===== src/rtl/eeprom_seq_pkg.sv =====
// Shared register map, control/status encodings and FSM states for the
// N64 EEPROM block-transfer sequencer.
package eeprom_seq_pkg;

    localparam logic [3:0] REG_CMD      = 4'd0;
    localparam logic [3:0] REG_ADDR_HI  = 4'd1;
    localparam logic [3:0] REG_ADDR_LO  = 4'd2;
    localparam logic [3:0] REG_BYTE_CNT = 4'd3;
    localparam logic [3:0] REG_STATUS   = 4'd4;
    localparam logic [3:0] REG_CONTROL  = 4'd5;
    localparam logic [3:0] REG_RD_POP   = 4'd6;
    localparam logic [3:0] REG_WR_PUSH  = 4'd7;

    localparam int STAT_READY  = 4;
    localparam int STAT_PROC   = 3;
    localparam int CTRL_CLR_WR = 2;
    localparam int CTRL_CLR_RD = 1;
    localparam int CTRL_ENABLE = 0;

    localparam logic [7:0] CTRL_CLEAR = 8'((1 << CTRL_CLR_WR) | (1 << CTRL_CLR_RD));
    localparam logic [7:0] CTRL_EN    = 8'(1 << CTRL_ENABLE);
    localparam logic [7:0] CTRL_OFF   = 8'h00;

    localparam int BLOCK_BYTES = 8;

    typedef enum logic [3:0] {
        ST_IDLE,
        ST_SETUP,
        ST_CLEAR,
        ST_PUSH,
        ST_ENABLE,
        ST_POLL,
        ST_DRAIN,
        ST_FIN,
        ST_ABORT
    } state_t;

    // Byte written to each of the four setup registers for a given block.
    function automatic logic [7:0] setup_byte(input logic [3:0] off, input logic [6:0] dev,
                                              input logic rd, input logic [7:0] blk);
        case (off)
            REG_CMD:      return {dev, rd};
            REG_ADDR_HI:  return {5'b0, blk[7:5]};
            REG_ADDR_LO:  return {blk[4:0], 3'b000};
            REG_BYTE_CNT: return 8'(BLOCK_BYTES);
            default:      return 8'h00;
        endcase
    endfunction

endpackage


===== src/rtl/eeprom_cmd_sequencer_bus_access.sv =====
// Single-access engine for the core register port: issues one bus_ce per
// access, waits for bus_valid and reissues any access the core did not take.
module eeprom_bus_access (
    input  logic       clk,
    input  logic       reset_l,
    input  logic       start,
    input  logic [3:0] offset,
    input  logic [7:0] wdata,
    input  logic       rw,
    output logic       ack,
    output logic [7:0] rdata,
    output logic [3:0] bus_address,
    output logic [7:0] bus_wdata,
    output logic       bus_write,
    output logic       bus_ce,
    input  logic       bus_valid,
    input  logic [7:0] bus_rdata
);

    logic       wait_q;
    logic       saved_rd_q;
    logic [3:0] saved_off_q;
    logic [7:0] saved_wdata_q;
    logic       retry;
    logic       issue;

    // Writes are posted (acked on issue); reads ack when their data returns,
    // and the cycle carrying read data never issues a new access.
    always_comb begin
        retry       = wait_q && !bus_valid;
        issue       = start && (!wait_q || (bus_valid && !saved_rd_q));
        bus_ce      = retry || issue;
        bus_address = 4'h0;
        bus_wdata   = 8'h00;
        bus_write   = 1'b0;
        if (retry) begin
            bus_address = saved_off_q;
            bus_wdata   = saved_rd_q ? 8'h00 : saved_wdata_q;
            bus_write   = !saved_rd_q;
        end else if (issue) begin
            bus_address = offset;
            bus_wdata   = rw ? 8'h00 : wdata;
            bus_write   = !rw;
        end
        ack   = (issue && !rw) || (start && rw && wait_q && saved_rd_q && bus_valid);
        rdata = bus_rdata;
    end

    always_ff @(posedge clk or negedge reset_l) begin
        if (!reset_l) begin
            wait_q        <= 1'b0;
            saved_rd_q    <= 1'b0;
            saved_off_q   <= 4'h0;
            saved_wdata_q <= 8'h00;
        end else begin
            wait_q <= bus_ce;
            if (issue) begin
                saved_rd_q    <= rw;
                saved_off_q   <= offset;
                saved_wdata_q <= wdata;
            end
        end
    end

endmodule


===== src/rtl/eeprom_cmd_sequencer.sv =====
// Sequences one 8-byte N64 EEPROM block transfer through the byte-wide
// register port of the EEPROM interface core.
module eeprom_cmd_sequencer
    import eeprom_seq_pkg::*;
#(
    parameter logic [6:0]  DEV_ADDR     = 7'h50,
    parameter logic [23:0] POLL_TIMEOUT = 24'd10_000_000
) (
    input  logic       clk,
    input  logic       reset_l,
    input  logic       req_valid,
    output logic       req_ready,
    input  logic       req_write,
    input  logic [7:0] req_block,
    input  logic [7:0] wr_data,
    input  logic       wr_valid,
    output logic       wr_ready,
    output logic [7:0] rd_data,
    output logic       rd_valid,
    output logic       done,
    output logic       error,
    output logic       busy,
    output logic [3:0] bus_address,
    output logic [7:0] bus_wdata,
    output logic       bus_write,
    output logic       bus_ce,
    input  logic       bus_valid,
    input  logic [7:0] bus_rdata
);

    state_t      state_q, state_d;
    logic [3:0]  idx_q, idx_d;
    logic [3:0]  take_q, take_d;
    logic        buf_full_q, buf_full_d;
    logic [7:0]  buf_q, buf_d;
    logic        write_q, write_d;
    logic [7:0]  block_q, block_d;
    logic [23:0] timer_q, timer_d;
    logic        seen_busy_q, seen_busy_d;

    logic        start;
    logic [3:0]  acc_off;
    logic [7:0]  acc_wdata;
    logic        acc_rw;
    logic        ack;
    logic [7:0]  rdata;

    eeprom_bus_access u_access (
        .clk         (clk),
        .reset_l     (reset_l),
        .start       (start),
        .offset      (acc_off),
        .wdata       (acc_wdata),
        .rw          (acc_rw),
        .ack         (ack),
        .rdata       (rdata),
        .bus_address (bus_address),
        .bus_wdata   (bus_wdata),
        .bus_write   (bus_write),
        .bus_ce      (bus_ce),
        .bus_valid   (bus_valid),
        .bus_rdata   (bus_rdata)
    );

    always_comb begin
        state_d     = state_q;
        idx_d       = idx_q;
        take_d      = take_q;
        buf_full_d  = buf_full_q;
        buf_d       = buf_q;
        write_d     = write_q;
        block_d     = block_q;
        timer_d     = timer_q;
        seen_busy_d = seen_busy_q;
        start       = 1'b0;
        acc_off     = 4'h0;
        acc_wdata   = 8'h00;
        acc_rw      = 1'b0;
        req_ready   = 1'b0;
        wr_ready    = 1'b0;
        rd_valid    = 1'b0;
        done        = 1'b0;
        error       = 1'b0;
        case (state_q)
            ST_IDLE: begin
                req_ready = 1'b1;
                if (req_valid) begin
                    write_d = req_write;
                    block_d = req_block;
                    idx_d   = 4'd0;
                    state_d = ST_SETUP;
                end
            end
            ST_SETUP: begin
                start     = 1'b1;
                acc_off   = idx_q;
                acc_wdata = setup_byte(idx_q, DEV_ADDR, !write_q, block_q);
                if (ack) begin
                    idx_d = idx_q + 4'd1;
                    if (idx_q == REG_BYTE_CNT) state_d = ST_CLEAR;
                end
            end
            ST_CLEAR: begin
                start     = 1'b1;
                acc_off   = REG_CONTROL;
                acc_wdata = CTRL_CLEAR;
                if (ack) begin
                    idx_d      = 4'd0;
                    take_d     = 4'd0;
                    buf_full_d = 1'b0;
                    state_d    = write_q ? ST_PUSH : ST_ENABLE;
                end
            end
            ST_PUSH: begin
                // One-byte skid: a byte taken this cycle goes to the core next cycle.
                start     = buf_full_q;
                acc_off   = REG_WR_PUSH;
                acc_wdata = buf_q;
                wr_ready  = (take_q != 4'(BLOCK_BYTES)) && (!buf_full_q || ack);
                if (wr_valid && wr_ready) begin
                    buf_d      = wr_data;
                    buf_full_d = 1'b1;
                    take_d     = take_q + 4'd1;
                end else if (ack) begin
                    buf_full_d = 1'b0;
                end
                if (ack) begin
                    idx_d = idx_q + 4'd1;
                    if (idx_q == 4'(BLOCK_BYTES - 1)) state_d = ST_ENABLE;
                end
            end
            ST_ENABLE: begin
                start       = 1'b1;
                acc_off     = REG_CONTROL;
                acc_wdata   = CTRL_EN;
                timer_d     = 24'd0;
                seen_busy_d = 1'b0;
                if (ack) state_d = ST_POLL;
            end
            ST_POLL: begin
                // A ready status only counts once the core has been seen processing.
                start   = 1'b1;
                acc_off = REG_STATUS;
                acc_rw  = 1'b1;
                timer_d = timer_q + 24'd1;
                if (ack && rdata[STAT_PROC]) seen_busy_d = 1'b1;
                if (ack && seen_busy_q && rdata[STAT_READY] && !rdata[STAT_PROC]) begin
                    idx_d   = 4'd0;
                    state_d = write_q ? ST_FIN : ST_DRAIN;
                end else if (timer_q >= POLL_TIMEOUT) begin
                    state_d = ST_ABORT;
                end
            end
            ST_DRAIN: begin
                start    = 1'b1;
                acc_off  = REG_RD_POP;
                acc_rw   = 1'b1;
                rd_valid = ack;
                if (ack) begin
                    idx_d = idx_q + 4'd1;
                    if (idx_q == 4'(BLOCK_BYTES - 1)) state_d = ST_FIN;
                end
            end
            ST_FIN: begin
                done    = 1'b1;
                state_d = ST_IDLE;
            end
            ST_ABORT: begin
                start     = 1'b1;
                acc_off   = REG_CONTROL;
                acc_wdata = CTRL_OFF;
                if (ack) begin
                    error   = 1'b1;
                    state_d = ST_IDLE;
                end
            end
            default: state_d = ST_IDLE;
        endcase
    end

    assign rd_data = rd_valid ? rdata : 8'h00;
    assign busy    = (state_q != ST_IDLE);

    always_ff @(posedge clk or negedge reset_l) begin
        if (!reset_l) begin
            state_q     <= ST_IDLE;
            idx_q       <= 4'd0;
            take_q      <= 4'd0;
            buf_full_q  <= 1'b0;
            buf_q       <= 8'h00;
            write_q     <= 1'b0;
            block_q     <= 8'h00;
            timer_q     <= 24'd0;
            seen_busy_q <= 1'b0;
        end else begin
            state_q     <= state_d;
            idx_q       <= idx_d;
            take_q      <= take_d;
            buf_full_q  <= buf_full_d;
            buf_q       <= buf_d;
            write_q     <= write_d;
            block_q     <= block_d;
            timer_q     <= timer_d;
            seen_busy_q <= seen_busy_d;
        end
    end

endmodule

===== config.mk =====
export PLATFORM = sky130hd
export DESIGN_NAME = eeprom_cmd_sequencer
export DESIGN_NICKNAME = d
export VERILOG_FILES = /design/src/rtl/eeprom_seq_pkg.sv /design/src/rtl/eeprom_cmd_sequencer_bus_access.sv /design/src/rtl/eeprom_cmd_sequencer.sv
export SDC_FILE = /design/constraint.sdc
export NUM_CORES = 1
export LEC_CHECK = 0
export BUFFER_PORTS_ARGS = -buffer_cell sky130_fd_sc_hd__buf_4
export CAP_MARGIN = 20
export CORE_MARGIN = 2
export CORE_UTILIZATION = 57
export CTS_CLUSTER_DIAMETER = 80
export DETAILED_ROUTE_END_ITERATION = 12
export PLACE_DENSITY = 0.8
export SETUP_SLACK_MARGIN = 0.1
export SYNTH_ARGS = -nofsm -noshare
export SYNTH_HDL_FRONTEND = slang
export SYNTH_SLANG_ARGS = --single-unit

===== constraint.sdc =====
create_clock -name clk -period 3.35 [get_ports clk]
set_clock_uncertainty 0.15 [all_clocks]
set_input_delay 0.5025 -clock clk [delete_from_list [all_inputs] [get_ports clk]]
set_output_delay 0.5025 -clock clk [all_outputs]
set_load 0.01 [all_outputs]

Yosys cells after proc, flatten, opt, wreduce, memory -nomap -nowiden
Cells that the tools add are included.
Operators by class
  equality and inequality tests: 28
  mux-type cells: 47
  magnitude comparators: 1
  add/sub/neg operators: 3
  reduce and logical (&&, ||, !) cells: 41
Operator list (count)
  4-bit 2-to-1 mux: 18
  8-bit one-hot mux with 4 select lines: 2
  24-bit one-hot mux with 2 select lines: 1
  8-bit 2-to-1 mux: 5
  4-bit one-hot mux with 8 select lines: 1
  2-bit inequality test (second input constant): 13
  24-bit by 1-bit adder with 24-bit output (second input constant): 1
  24-bit greater-or-equal comparator (second input constant): 1
  4-bit by 3-bit equality test with 1-bit output (second input constant): 5
  4-bit one-hot mux with 5 select lines: 1
  4-bit by 2-bit equality test with 1-bit output (second input constant): 4
  4-bit one-hot mux with 4 select lines: 1
  1-bit logical AND: 14
  1-bit 2-to-1 mux: 13
  11-bit AND reduction: 1
  4-bit by 1-bit adder with 4-bit output (second input constant): 2
  4-bit by 1-bit equality test with 1-bit output (second input constant): 2
  4-bit zero test: 2
  4-bit one-hot mux with 2 select lines: 1
  4-bit nonzero test: 2
  1-bit zero test: 7
  1-bit one-hot mux with 2 select lines: 3
  2-bit AND reduction: 3
  3-bit OR reduction: 2
  11 further kinds: 15
Storage, ports and cells
  bits in registers: 69

Longest topological paths before layout
Gate-level depths: netlist (run 1).
  depth in word-level cells: 13
  depth in mapped cells: 8
  gate-level depth less buffers: 8

Modules after synthesis
From an unflattened synthesis (run 1), not the netlist that was laid out.
Second synthesis, totals
  cells, all modules: 435
  area total of the unflattened synthesis: 4170.2 um^2
Modules (own cells, without submodules)
  eeprom_cmd_sequencer: times used 1, area an instance 3352.0 um^2, seq. area each 1376.3 um^2, cells an instance 369
  eeprom_bus_access: times used 1, area an instance 818.3 um^2, seq. area each 350.3 um^2, cells an instance 66

Worst setup path after synthesis (run 1)
No wires, ideal clock.
  path type: register to register
  start point: reg state_q[2]
  end point: reg buf_q[0]
  setup slack: 891 ps
  arrival time: 2184 ps
  buffers on the path: 0
  cell stages (with the launch flop): 7
  required time: 3075 ps
  cells stage by stage: dfrtp_1 nand2b_1 a311o_1 a22oi_4 a21oi_2 a211oi_4 mux2_2
On the way
  word-level cells in the longest chain between the ends: 12
RTL lines
  start: declaration: RTL line eeprom_cmd_sequencer.sv:31  | state_t state_q, state_d;
  start signal: assignment: RTL line eeprom_cmd_sequencer.sv:196  | state_q <= state_d;
  4-bit equality test (tied with other cells): RTL line eeprom_cmd_sequencer.sv:84  | case (state_q)
  6-bit OR reduction (no source line) / 2-bit OR reduction (equally long branches)
  1-bit one-hot mux with 2 select lines / 1-bit 2-to-1 mux (equally long branches): RTL line eeprom_cmd_sequencer.sv:84
  1-bit logical AND (4 in series): RTL line eeprom_cmd_sequencer_bus_access.sv:45  | ack = (issue && !rw) || (start && rw && wait_q && saved_rd_q && bus_valid);
  1-bit logical OR: RTL line eeprom_cmd_sequencer_bus_access.sv:45
  1-bit logical OR: RTL line eeprom_cmd_sequencer.sv:119  | wr_ready = (take_q != 4'(BLOCK_BYTES)) && (!buf_full_q || ack);
  1-bit logical AND: RTL line eeprom_cmd_sequencer.sv:119
  1-bit logical AND: RTL line eeprom_cmd_sequencer.sv:120  | if (wr_valid && wr_ready) begin
  2-bit AND reduction (no source line) (*)
  end signal: assignment: RTL line eeprom_cmd_sequencer.sv:200  | buf_q <= buf_d;
  end: declaration: RTL line eeprom_cmd_sequencer.sv:35  | logic [7:0] buf_q, buf_d;
Every way passes the cells marked *; elsewhere a longest branch is shown, timed or not.
A chain may end at the register's enable or synchronous reset.

Worst setup path after layout (run 1)
  start point: reg state_q[2]
  end point: out bus_wdata[7]
On the way
  word-level cells in the longest chain between the ends: 6
RTL lines
  4-bit equality test (tied with other cells): RTL line eeprom_cmd_sequencer.sv:84
  6-bit OR reduction (no source line) / 2-bit OR reduction (equally long branches)
  1-bit one-hot mux with 2 select lines / 1-bit 2-to-1 mux (equally long branches): RTL line eeprom_cmd_sequencer.sv:84
  1-bit logical AND / 8-bit 2-to-1 mux (equally long branches): RTL line eeprom_cmd_sequencer_bus_access.sv:31, eeprom_cmd_sequencer_bus_access.sv:42
  8-bit 2-to-1 mux (*): RTL line eeprom_cmd_sequencer_bus_access.sv:40  | end else if (issue) begin
  8-bit 2-to-1 mux (*): RTL line eeprom_cmd_sequencer_bus_access.sv:36  | if (retry) begin
  end: declaration: RTL line eeprom_cmd_sequencer.sv:24  | output logic [7:0] bus_wdata,
Marked as above.

==> results.json, run 1 <==
{
  "status": "completed",
  "nFillCells": 531,
  "async_reset_ff_share_pct": 100,
  "synth_area_sq_um": 3930,
  "start_util_pct": 58.5,
  "rsz0062_at_grt": "false",
  "die_h_um": 87.1,
  "swShare_pct": 42.7,
  "num_vias": 3567,
  "r2r_start": "state_q[0]$_DFFE_PN0P_",
  "overflow": 0,
  "relSlewSlack_pct": 42.0,
  "worstSetupPathType": "reg -> out",
  "portBuffers": 57,
  "synth_edf_count": 0,
  "drv_slew": 0,
  "syn_to_final_growth_pct": 18.1,
  "synth_area_leaders": "dfrtp_1 44%, nand2_1 7.4%, mux2_2 5.7%",
  "antenna_cells": 0,
  "ant_nets": 0,
  "final.setup.tns_ps": 0,
  "ys_types": 55,
  "core_area_sq_um": 6720,
  "ys.flop_type": "dfrtp_1",
  "cts_root_buf": "clkbuf_8",
  "yosys_warnings": 0,
  "drc": 0,
  "grt_pass1_vias": 3329,
  "crit_start": "state_q[2]$_DFFE_PN0P_",
  "rows": 30,
  "hold_viol_final": 0,
  "dp.cells": 569,
  "final_area_sq_um": 4650,
  "die_w_um": 87.1,
  "maxUsedRoutingLayer": "met4",
  "detail_route.wl_per_cell_um": 16.7,
  "die_area_sq_um": 7580,
  "vdd_drop_max_v": 0.000523,
  "pwr-share-clk_pct": 18.3,
  "placed_cell_area_sq_um": 4440,
  "syn_nets": 480,
  "routed-wl-met2_um": 4700,
  "critPathLaunchType": "register",
  "yosys-top-cells-count": "78 x nand2_1, 69 x dfrtp_1, 38 x o21ai_0",
  "period_share_pct": 91.5,
  "cp_data_required_time_ps": 2700,
  "worst_ep_arrival_time_ps": 2410,
  "netSwitchingPower_w": 0.00164,
  "drtPass1Iterations": 5,
  "cts_tree": "built",
  "drt-initial-drc-count": 207,
  "crit_path_max_fanout": 9,
  "synth.top_cell.area_share_pct": 43.9,
  "clk_latency_ps": 360,
  "final-setup-viol-count": 0,
  "synth_largest_area_cell": "dfrtp_1",
  "wl_met1_um": 4330,
  "antenna_found_initial": 0,
  "p_per_area_nw_per_um2": 827,
  "cts_made_buffers": 9,
  "grt_start_max_net_pins": 70,
  "grt_pass1_wl_um": 16000,
  "clock.fmax_mhz": 326,
  "ys_ff_latch": 69,
  "yosysSeqAreaShare_pct": 43.9,
  "postCtsSetupRepairBufs": 0,
  "routed_wl_um": 9770,
  "pin_count": 58,
  "comb_power_share_pct": 47.6,
  "gp_congestion": 0.875,
  "finalNonFillerCells": 585,
  "seqPwrFrac_pct": 34.0,
  "clk_pin_slew_ps": 80,
  "place_hpwl_um": 6970,
  "drive_gt1_share_pct": 20.6,
  "track_usage_pct": 27.1,
  "vias_per_cell": 6.10,
  "met3WireLength_um": 483,
  "syn_inst": 442,
  "clock-sinks": 69,
  "worstMarginPinSlew_ps": 870,
  "clockBufferDepth": 2,
  "period_needed_ps": 3070,
  "htree_levels": 3,
  "yosysMostFrequentCell": "nand2_1",
  "avgSynthCellArea_sq_um": 8.90,
  "crit_path_end_kind": "output port",
  "p_leak_nw": 2.24,
  "finalNetCount": 538,
  "p_int_w": 0.00220,
  "hp-class": "in -> async",
  "max_cap_violations": 0
}
cells by family (layout without fill, tap and decap cells):
| logic type | Yosys count | count (layout) | synth area share, % |
|---|---|---|---|
| buffers and inverters | 27 | 90 | 2.64 |
| AOI/OAI and AO/OA | 108 | 108 | 18.4 |
| muxes | 27 | 27 | 7.51 |
| and+or+nand+nor | 198 | 198 | 23.9 |
| adders and majority gates | 8 | 8 | 2.54 |
| DFF | 69 | 69 | 43.9 |
| xor gates and xnor gates | 5 | 5 | 1.11 |
worst max-delay path, stage by stage (launching register included):
cell      delay [ps]
dfrtp_1          490
nand2b_1         200
a311o_1          400
a22oi_4          310
nand2_1          210
nor2_1           230
a21o_1           110
buf_4            110
per-stage QoR:
stage / total power [W] / hold WS [ps] / utilization [%] / setup WS (ps)
after floorplan: 0.00254 / 56.9 / - / 891
after global placement: 0.00307 / 308 / 66.1 / 660
after detailed placement: 0.00312 / 313 / 66.1 / 569
after CTS: 0.00383 / 134 / 69.1 / 223
after global routing: 0.00409 / 191 / 69.1 / 115
final: 0.00384 / 94.6 / 69.1 / 284
what timing repair did:
| action | in CTS | in global routing |
|---|---|---|
| resized for setup | 0 | 1 |
| hold buffers | 0 | 0 |
| setup endpoints to repair | 0 | 8 |
| hold endpoints to repair | 0 | 0 |
cell usage in the layout (no fill, tap or decap), types with 7 or more instances in the layout:
cell type,netlist,routed
buf_4,0,62
clkbuf_8,0,10
mux2_2,20,20
nand3_1,28,28
inv_1,11,11
ha_1,8,8
dfrtp_1,69,69
nor2_1,35,35
nand4_1,10,10
a21oi_1,19,19
nand2_1,78,78
a21o_1,14,14
nand2b_1,7,7
and2_1,10,10
mux2i_1,7,7
o21ai_0,38,38
power groups by stage:
stage	clock network, W	logic [W]	registers [W]
6_report	0.000704	0.00183	0.00131
2_1_floorplan	0	0.00132	0.00122
3_5_place_dp	0	0.00181	0.00132
3_3_place_gp	0	0.00177	0.00130
5_1_grt	0.000746	0.00201	0.00134
4_1_cts	0.000711	0.00182	0.00130
layer usage:
layer	track usage, %	vias up
li1	-	1698
met1	36.8	1737
met2	42.7	109
met3	5.02	23
met4	11.2	0
met5	0	-
cell type report:
type	instances	area [sq um]	share of cell area, %
multi-input cells	346	2110	45.4
flip-flops and latches	69	1730	37.2
inverters	12	45.0	0.970
clock buffers	11	141	3.04
well taps	80	100	2.15
repair buffers	62	465	10.0
clock inverters	5	58.8	1.27
worst paths after layout:
path / cells after the start / slack, ps / to
max: 7 / 280 / bus_wdata[7]
min: 1 / 90 / timer_q[10]$_DFFE_PN0P_
max reg2reg: 6 / 540 / buf_q[2]$_DFFE_PN0P_
min reg2reg: 1 / 330 / timer_q[10]$_DFFE_PN0P_
max in group asynchronous: 1 / 2370 / seen_busy_q$_DFFE_PN0P_
min in group clk: 2 / 220 / buf_q[5]$_DFFE_PN0P_
sequential cells by signal, indices dropped and copies added (netlist names):
| name | cells |
|---|---|
| timer_q | 24 |
| block_q | 8 |
| buf_q | 8 |
| u_access.saved_wdata_q | 8 |
| idx_q | 4 |
| state_q | 4 |
| take_q | 4 |
| u_access.saved_off_q | 4 |
| buf_full_q | 1 |
| seen_busy_q | 1 |
| u_access.saved_rd_q | 1 |
| u_access.wait_q | 1 |
| write_q | 1 |
No activity file was read; power rests on OpenSTA's default activity.
==> run 2: changes to the inputs <==
ABC_AREA = 1   (was not set)
CORE_UTILIZATION = 59   (was 57)
PLACE_DENSITY = 0.81   (was 0.8)
SYNTH_HIERARCHICAL = 1   (was not set)
==> results.json, run 2 <==
{
  "status": "completed",
  "die_h_um": 91.7,
  "portBuffers": 57,
  "p_leak_nw": 2.64,
  "layout_commonest_cell": "nand2_1",
  "clock-sinks": 69,
  "syn_nets": 675,
  "routed_wl_um": 11100,
  "synth_edf_count": 0,
  "finalNetCount": 730,
  "synth_area_leaders": "dfrtp_1 38%, nand2_1 16%, inv_1 6.1%",
  "synth_xor_area_share_pct": 0.579,
  "clockBufferDepth": 2,
  "vdd_drop_max_v": 0.000507,
  "final_area_sq_um": 5240,
  "grt_pass1_wl_um": 18600,
  "clk_pin_slew_ps": 80,
  "drc": 0,
  "cp_data_required_time_ps": 2700,
  "track_usage_pct": 27.5,
  "critPathLaunchType": "register",
  "ys.flop_type": "dfrtp_1",
  "relSlewSlack_pct": 41.8,
  "antenna_cells": 0,
  "rows": 31,
  "cts_root_buf": "clkbuf_8",
  "crit_top_cell": "nand2_1",
  "avgSynthCellArea_sq_um": 7.12,
  "crit_start": "state_q[3]$_DFFE_PN0P_",
  "hp-class": "in -> async",
  "yosys_warnings": 6,
  "synth_area_sq_um": 4540,
  "start_util_pct": 61.6,
  "drv_slew": 0,
  "vias_per_cell": 5.48,
  "ys_ff_latch": 69,
  "grt_pass1_vias": 3965,
  "hold_viol_final": 0,
  "grt_start_max_net_pins": 70,
  "utilization_pct": 71.1,
  "ant_nets": 0,
  "final.setup.tns_ps": 0,
  "detail_route.wl_per_cell_um": 14.0,
  "max_cap_violations": 0,
  "gp_congestion": 0.957,
  "die_w_um": 91.7,
  "period_needed_ps": 3070,
  "period_share_pct": 91.7,
  "worstSetupPathType": "reg -> out",
  "worstMarginPinSlew_ps": 873,
  "synth-compound-area-share_pct": 7.53,
  "largest_reg_flops": 24,
  "syn_inst": 637,
  "cp_slowest_cell": "dfrtp_2",
  "slowest_delay_ps": 460,
  "clk_latency_ps": 350,
  "antenna_found_initial": 0,
  "drive_gt1_share_pct": 20.7,
  "crit_path_max_fanout": 4,
  "synth.top_cell.area_share_pct": 38.0,
  "core_area_sq_um": 7370,
  "die_area_sq_um": 8410,
  "async_reset_ff_share_pct": 100,
  "placed_cell_area_sq_um": 4970,
  "dp.cells": 777,
  "path_cells": "nor2_4 -> nand2_2 -> inv_2 -> nand2_4 -> inv_1 -> nand2_1 -> nand4_1 -> nand2_1 -> o21ai_2 -> inv_2 -> buf_4 -> nand2_1 -> nand2_1 -> nor2_1 -> buf_4",
  "cts_tree": "built",
  "overflow": 0,
  "worst_ep_arrival_time_ps": 2420,
  "clock.fmax_mhz": 326,
  "synth-simple-area-share_pct": 39.3,
  "drt-initial-drc-count": 343,
  "synth_top_family_by_area": "simple AND/OR/NAND/NOR gates",
  "pin_count": 58,
  "place_hpwl_um": 7970,
  "final-setup-viol-count": 0,
  "final_cell_mix": "199 x nand2_1, 72 x inv_1, 67 x dfrtp_1, 65 x buf_4, 56 x nor2_1",
  "yosysSeqAreaShare_pct": 38.0,
  "rsz0062_at_grt": "false",
  "synth_largest_area_cell": "dfrtp_1",
  "finalNonFillerCells": 795,
  "num_vias": 4360,
  "drtPass1Iterations": 7,
  "syn_to_final_growth_pct": 15.4,
  "yosys.area_share.adder_pct": 2.21,
  "p_per_area_nw_per_um2": 766,
  "htree_levels": 3,
  "regMostFlops": "timer_q",
  "ys_types": 39,
  "yosysMostFrequentCell": "nand2_1",
  "r2r_start": "state_q[3]$_DFFE_PN0P_",
  "yosys-top-cells-count": "199 x nand2_1, 74 x inv_1, 69 x dfrtp_1",
  "cts_made_buffers": 9,
  "finalPower_w": 0.00401,
  "synthMuxAreaShare_pct": 1.74,
  "crit_path_end_kind": "output port"
}
-- run 2: final cells by class --
class,count,area (sq um)
timing repair buffer,65,488
clock inverter,6,88.8
inverter,84,328
sequential,69,1730
fill,591,2130
multi-input combinational,463,2360
tap,99,124
clock buffer,9,124
-- run 2: logic make-up (layout without fill, tap and decap cells) --
group           count (synthesis)  count (layout)
fa+ha+maj                       8               8
simple gates                  384             384
compound gates                 61              61
mux                             7               7
flops                          69              69
xor+xnor                        3               3
buf+inv                       105             164
-- run 2: power by group --
part | internal, W | switching [W] | total [W]
clock network | 0.000415 | 0.000337 | 0.000752
logic | 0.000724 | 0.00130 | 0.00203
registers | 0.00106 | 0.000174 | 0.00123
total | 0.00220 | 0.00182 | 0.00401
-- run 2: worst paths after layout --
kind / endpoint / cells past startpoint / slack (ps)
max: wr_ready / 15 / 280
min: timer_q[12]$_DFFE_PN0P_ / 1 / 100
min in group clk: buf_q[7]$_DFFE_PN0P_ / 3 / 200
min reg2reg: u_access/saved_wdata_q[7]$_DFFE_PN0P_ / 2 / 330
max in group asynchronous: state_q[3]$_DFFE_PN0P_ / 1 / 2340
max reg2reg: take_q[0]$_DFFE_PN0P_ / 17 / 630
-- run 2: through the flow --
| stage | hold slack, ps | worst slack, ps |
|---|---|---|
| final | 100 | 280 |
| after CTS | 146 | 120 |
| after floorplan | 56.9 | 500 |
| after global placement | 304 | 385 |
| after global routing | 193 | 91.0 |
| after detailed placement | 310 | 256 |
-- run 2: critical path, delay by kind of cell, from the launching register on --
family | cells | cell delay (ps)
simple gates | 9 | 820
buf+inv | 5 | 560
flops | 1 | 460
compound gates | 1 | 230
-- run 2: routing by layer --
layer | vias to the layer above | share of wire, % | track usage [%]
li1 | 2143 | - | -
met1 | 2007 | 45 | 38.4
met2 | 182 | 47 | 44.0
met3 | 28 | 6.7 | 4.60
met4 | 0 | 1.9 | 8.58
met5 | - | 0 | 0
-- run 2: what timing repair did --
action / in CTS / in global routing
gates cloned: 0 / 0
resized for setup: 4 / 8
pin swaps: 0 / 1
hold buffers: 0 / 0
setup buffers: 0 / 3
endpoints found under the setup margin: 10 / 11
